[config.mk]
export PLATFORM = sky130hd
export DESIGN_NAME = ras
export DESIGN_NICKNAME = d
export VERILOG_FILES = /design/src/rtl/ras.sv
export SDC_FILE = /design/constraint.sdc
export NUM_CORES = 1
export LEC_CHECK = 0
export CORE_ASPECT_RATIO = 1.4
export CORE_MARGIN = 3
export CORE_UTILIZATION = 60
export DETAILED_ROUTE_END_ITERATION = 12
export PLACE_DENSITY_LB_ADDON = 0.2
export SLEW_MARGIN = 20
export SYNTH_ARGS = -nofsm -noshare
export SYNTH_HDL_FRONTEND = slang
export SYNTH_SLANG_ARGS = --single-unit
[constraint.sdc]
create_clock -name CLK -period 24.2 [get_ports CLK]
set_clock_uncertainty 0.15 [all_clocks]
set_input_delay 4.84 -clock CLK [delete_from_list [all_inputs] [get_ports CLK]]
set_output_delay 4.84 -clock CLK [all_outputs]
set_load 0.02 [all_outputs]
[src/rtl/ras.sv]
// ----------------------------------------------------------------------------
// ras -- return address stack for the fetch predictor complex.
//
// A circular buffer of halfword-aligned return targets (PC[31:1]). A call
// pushes its link address and a return pops it. The pointer and the count are
// exported so the checkpoint array can save them and write them back after a
// mispredict or flush.
//
// Ports:
//   CLK            clock, all state updates on the rising edge
//   RST            asynchronous active-high reset
//   push_valid     call predicted this cycle, push push_target
//   push_target    link address PC[31:1]
//   pop_valid      return predicted this cycle, pop the top entry
//   restore_valid  load ptr/count from restore_index/restore_count
//   restore_index  pointer value to restore
//   restore_count  count value to restore (0..RAS_ENTRIES)
//   ret_target     current top entry, entry[ptr]
//   ras_empty      count == 0
//   ras_index      current pointer (checkpoint save)
//   ras_count      current valid count (checkpoint save)
// ----------------------------------------------------------------------------
module ras #(
  parameter int RAS_ENTRIES      = 8,
  parameter int RAS_INDEX_WIDTH  = $clog2(RAS_ENTRIES),
  parameter int RAS_TARGET_WIDTH = 31
) (
  input  logic                        CLK,
  input  logic                        RST,
  input  logic                        push_valid,
  input  logic [RAS_TARGET_WIDTH-1:0] push_target,
  input  logic                        pop_valid,
  input  logic                        restore_valid,
  input  logic [RAS_INDEX_WIDTH-1:0]  restore_index,
  input  logic [RAS_INDEX_WIDTH:0]    restore_count,
  output logic [RAS_TARGET_WIDTH-1:0] ret_target,
  output logic                        ras_empty,
  output logic [RAS_INDEX_WIDTH-1:0]  ras_index,
  output logic [RAS_INDEX_WIDTH:0]    ras_count
);

  localparam logic [RAS_INDEX_WIDTH:0]   FULL_COUNT = (RAS_INDEX_WIDTH+1)'(RAS_ENTRIES);
  localparam logic [RAS_INDEX_WIDTH:0]   CNT_ZERO   = (RAS_INDEX_WIDTH+1)'(0);
  localparam logic [RAS_INDEX_WIDTH:0]   CNT_ONE    = (RAS_INDEX_WIDTH+1)'(1);
  localparam logic [RAS_INDEX_WIDTH-1:0] PTR_ONE    = RAS_INDEX_WIDTH'(1);

  logic [RAS_TARGET_WIDTH-1:0] entry_r [RAS_ENTRIES];
  logic [RAS_INDEX_WIDTH-1:0]  ptr_r;
  logic [RAS_INDEX_WIDTH:0]    count_r;

  logic [RAS_INDEX_WIDTH-1:0]  ptr_inc_s;
  logic [RAS_INDEX_WIDTH-1:0]  ptr_dec_s;
  logic [RAS_INDEX_WIDTH-1:0]  ptr_nxt_s;
  logic [RAS_INDEX_WIDTH:0]    count_nxt_s;
  logic                        wr_en_s;
  logic [RAS_INDEX_WIDTH-1:0]  wr_idx_s;

  // Pointer arithmetic wraps naturally in RAS_INDEX_WIDTH bits.
  assign ptr_inc_s = ptr_r + PTR_ONE;
  assign ptr_dec_s = ptr_r - PTR_ONE;

  // Next-state selection in priority order: restore, push+pop, push, pop, hold.
  always_comb begin
    ptr_nxt_s   = ptr_r;
    count_nxt_s = count_r;
    wr_en_s     = 1'b0;
    wr_idx_s    = ptr_r;
    if (restore_valid) begin
      ptr_nxt_s   = restore_index;
      // An out-of-range restore count is clamped so count never exceeds depth.
      count_nxt_s = (restore_count > FULL_COUNT) ? FULL_COUNT : restore_count;
    end else if (push_valid && pop_valid) begin
      // Call-return in one cycle replaces the top in place.
      wr_en_s     = 1'b1;
      wr_idx_s    = ptr_r;
      count_nxt_s = (count_r == CNT_ZERO) ? CNT_ONE : count_r;
    end else if (push_valid) begin
      // When full this overwrites the oldest entry (circular overwrite).
      wr_en_s     = 1'b1;
      wr_idx_s    = ptr_inc_s;
      ptr_nxt_s   = ptr_inc_s;
      count_nxt_s = (count_r == FULL_COUNT) ? FULL_COUNT : (count_r + CNT_ONE);
    end else if (pop_valid) begin
      // A pop on empty still moves the pointer; ras_empty flags low confidence.
      ptr_nxt_s   = ptr_dec_s;
      count_nxt_s = (count_r == CNT_ZERO) ? CNT_ZERO : (count_r - CNT_ONE);
    end else begin
      ptr_nxt_s   = ptr_r;
      count_nxt_s = count_r;
    end
  end

  // Pointer and count registers.
  always_ff @(posedge CLK or posedge RST) begin
    if (RST) begin
      ptr_r   <= '0;
      count_r <= '0;
    end else begin
      ptr_r   <= ptr_nxt_s;
      count_r <= count_nxt_s;
    end
  end

  // Entry storage; entries are never repaired on restore.
  always_ff @(posedge CLK or posedge RST) begin
    if (RST) begin
      for (int i = 0; i < RAS_ENTRIES; i++) begin
        entry_r[i] <= '0;
      end
    end else if (wr_en_s) begin
      entry_r[wr_idx_s] <= push_target;
    end else begin
      entry_r[wr_idx_s] <= entry_r[wr_idx_s];
    end
  end

  // Zero-cycle read straight from registered state.
  assign ret_target = entry_r[ptr_r];
  assign ras_empty  = (count_r == CNT_ZERO);
  assign ras_index  = ptr_r;
  assign ras_count  = count_r;

endmodule

==> summary.txt <==
Run status
  • Status: completed

Clocking
  • Worst-path clk slew: 0.06 ns
  • Worst-Skew Late Latency: 0.54 ns
  • # resized after CTS: 0
  • CTS Buffer Depth: 3
  • Cts bufs inserted: 26
  • Clk Tree Root Cell: clkbuf_16
  • Postcts setup bufs: 0
  • Cts hold-fix bufs: 0
  • CTS tree: done
  • H-tree levels: 1
  • # clock sinks: 255

Setup path
  • Slowest stage delay, CP: 1.01 ns
  • Top delay family on crit path: buffers and inverters
  • Worst setup EP type: output port
  • Crit path cell chain: buf_4 > nand2_1 > o22ai_1 > o31ai_1 > clkdlybuf4s50_1
  • Crit path DAT: 4.18 ns
  • Crit start category: flip-flop
  • Buf/Inv on CP: 2
  • Reg2Reg Setup Slack: 18.31 ns
  • CP max-delay cell: dfrtp_4
  • Max FO, Critical Path: 61
  • Critical path required time: 19.21 ns
  • Crit Path Category: flip-flop to output port

Floorplanning
  • Core Rows: 69
  • I/O Pins: 82
  • Die H: 197 µm
  • Initial core utilization: 0.612
  • Die X: 142 µm
  • CORE AREA: 25600 µm²
  • Die ar.: 28100 µm²

Synthesis
  • Sequential area share after synthesis: 0.408
  • Synthesized area: 15600 µm²
  • Synthesized Nets: 1639
  • Synthesis Warnings: 0
  • Synth async-reset ratio: 1.00
  • Synth unique cells: 77
  • Post-synth EDFFs: 0
  • Main synth FF type: dfrtp_1
  • Mapped Cells: 1591
  • Mean area per synthesized cell: 9.83 µm²
  • Seq cells post-synth: 255

Timing
  • Min Tclk post-route: about 9.2 ns
  • Max Slew Vio Count: 0
  • Final Hold Viols: 0
  • Final period utilization: 0.379
  • Unrepaired setup endpoints after global routing: false
  • Final setup fails: 0
  • Setup TNS: 0 ns
  • Slew headroom: 0.249
  • Worst-Margin Slew: 1.10 ns
  • Fin Hold WS: 0.331 ns
  • Peak Freq: between 0.1 and 0.15 GHz

Placed design
  • I/O Buffers: 81
  • RePlAce Congestion: 0.889
  • Post-DP HPWL: 30200 µm
  • Area after DPL: 16500 µm²

Finish
  • FF+latch area: around 6400 µm²
  • Antenna fix cells: 0
  • Final Core Density: 0.682
  • Share of layout cells above drive strength 1: 0.140
  • Layout Nets: 1645
  • Area grow syn2layout: 11.4%
  • FILL cells: 2001
  • Most frequent cells in the layout: 252 x dfrtp_1, 248 x nand2_1, 133 x nor2_1
  • Post-route cell area: 17400 µm²
  • Area of the multi-input gates: approximately 8600 µm²
  • Commonest non-fill, non-tap cell in the layout: dfrtp_1

Detailed routing
  • Detailed Route Iter0 Violations: ~1500
  • Vias per cell: slightly above 7
  • DR pass1 iterations: 6
  • Routed wire length: about 50000 µm
  • DR WL/cell: 25.7 µm
  • ANT nets after route: 0
  • Vias: 13800
  • DRC Markers: 0

Power
  • Pleak: between 6 and 7 nW
  • Maximum VDD drop: 0.0800 mV
  • Pwr dens: 122 nW/µm²

Global routing
  • GR Util All Layers: 0.355
  • Initial antenna violation count: 0
  • Pin count of the biggest net entering global routing: 126
  • Total grt overflow: 0
  • Number of global-route vias before repair: roughly 14000
  • Global-route wire length before repair: 78000 µm

Run
  • Maxcap violations: 0

Worst hold path
  • Hold crit path type: flip-flop to flip-flop
## cell usage after synthesis (9+ instances only)
master	instances	area share
and2_1	9	0.0036
a211oi_1	18	0.0086
a221oi_1	51	0.029
o22ai_1	19	0.0076
o31ai_1	31	0.015
nand2_1	248	0.060
o21ai_0	93	0.030
nor2b_1	14	0.0056
mux4_2	59	0.085
a2bb2oi_1	21	0.012
buf_4	12	0.0058
buf_2	58	0.019
a31oi_1	28	0.011
a21oi_1	71	0.023
mux2i_1	99	0.063
a221oi_2	12	0.012
clkbuf_1	53	0.013
mux2_2	36	0.026
nand3_1	24	0.0077
o211ai_1	12	0.0058
inv_1	20	0.0048
nor2_1	137	0.033
dfrtp_1	255	0.41
nand2b_1	48	0.019
o21a_1	10	0.0048
## power by group
group	total, W	switching (W)	internal, W
Clock	0.000440	0.000175	0.000265
Combinational	0.000878	0.000467	0.000411
Sequential	0.000811	0.000184	0.000627
Total	0.00213	0.000826	0.00130
## state kept, by name, indices dropped and copies added (netlist names)
signal	cells
entry_r	248
ras_count	4
ras_index	3
## through the flow
| stage | setup slack (ns) | power [W] | std cells |
|---|---|---|---|
| 4_1_cts | 15.09 | 0.00212 | 1934 |
| 6_report | 15.03 | 0.00213 | 1934 |
| 3_3_place_gp | 14.92 | 0.00164 | 1888 |
| 5_1_grt | 14.87 | 0.00225 | 1934 |
| 3_5_place_dp | 14.78 | 0.00167 | 1888 |
| 2_1_floorplan | 12.20 | 0.00140 | 1591 |
## worst min-delay path: cells and delay by family (launching register included)
family | cells | cell delay, ns
DFF | 1 | 0.34
AOI/OAI and AO/OA | 1 | 0.06
and+or+nand+nor | 1 | 0.05
## worst paths after layout
kind / start / to / depth (start not counted)
max: ras_index[1]$_DFFE_PP0P_ / ret_target[9] / 5
min: entry_r[115]$_DFFE_PP0N_ / entry_r[115]$_DFFE_PP0N_ / 2
max reg2reg: ras_index[1]$_DFFE_PP0P_ / entry_r[93]$_DFFE_PP0N_ / 8
min reg2reg: entry_r[115]$_DFFE_PP0N_ / entry_r[115]$_DFFE_PP0N_ / 2
max in group asynchronous: RST / entry_r[247]$_DFFE_PP0P_ / 3
min in group asynchronous: RST / ras_count[2]$_DFFE_PP0P_ / 2
## cell families (layout without fill, tap and decap cells)
| logic type | Yosys count | after routing | share of synthesized area |
|---|---|---|---|
| AO/OA/AOI/OAI | 461 | 461 | 0.211 |
| XOR/XNOR | 8 | 8 | 0.00568 |
| adder cells (fa/ha/maj) | 5 | 5 | 0.00400 |
| buffers and inverters | 152 | 176 | 0.0459 |
| flip-flops | 255 | 255 | 0.408 |
| multiplexers | 197 | 197 | 0.178 |
| AND/OR/NAND/NOR | 513 | 513 | 0.147 |
## per-layer routing
layer	wire length (µm)	global-route usage
met5	0	0
met4	3140	0.199
met3	4950	0.0551
met2	23400	0.574
met1	18200	0.456
## cell type report
class / instances / area share
Clock inverter: 13 / 0.0111
Sequential cell: 255 / 0.367
Clock buffer: 33 / 0.0418
Inverter: 21 / 0.00496
Tap cell: 319 / 0.0229
Multi-Input combinational cell: 1184 / 0.494
Timing Repair Buffer: 109 / 0.0586
No activity file was read; power rests on OpenSTA's default activity.
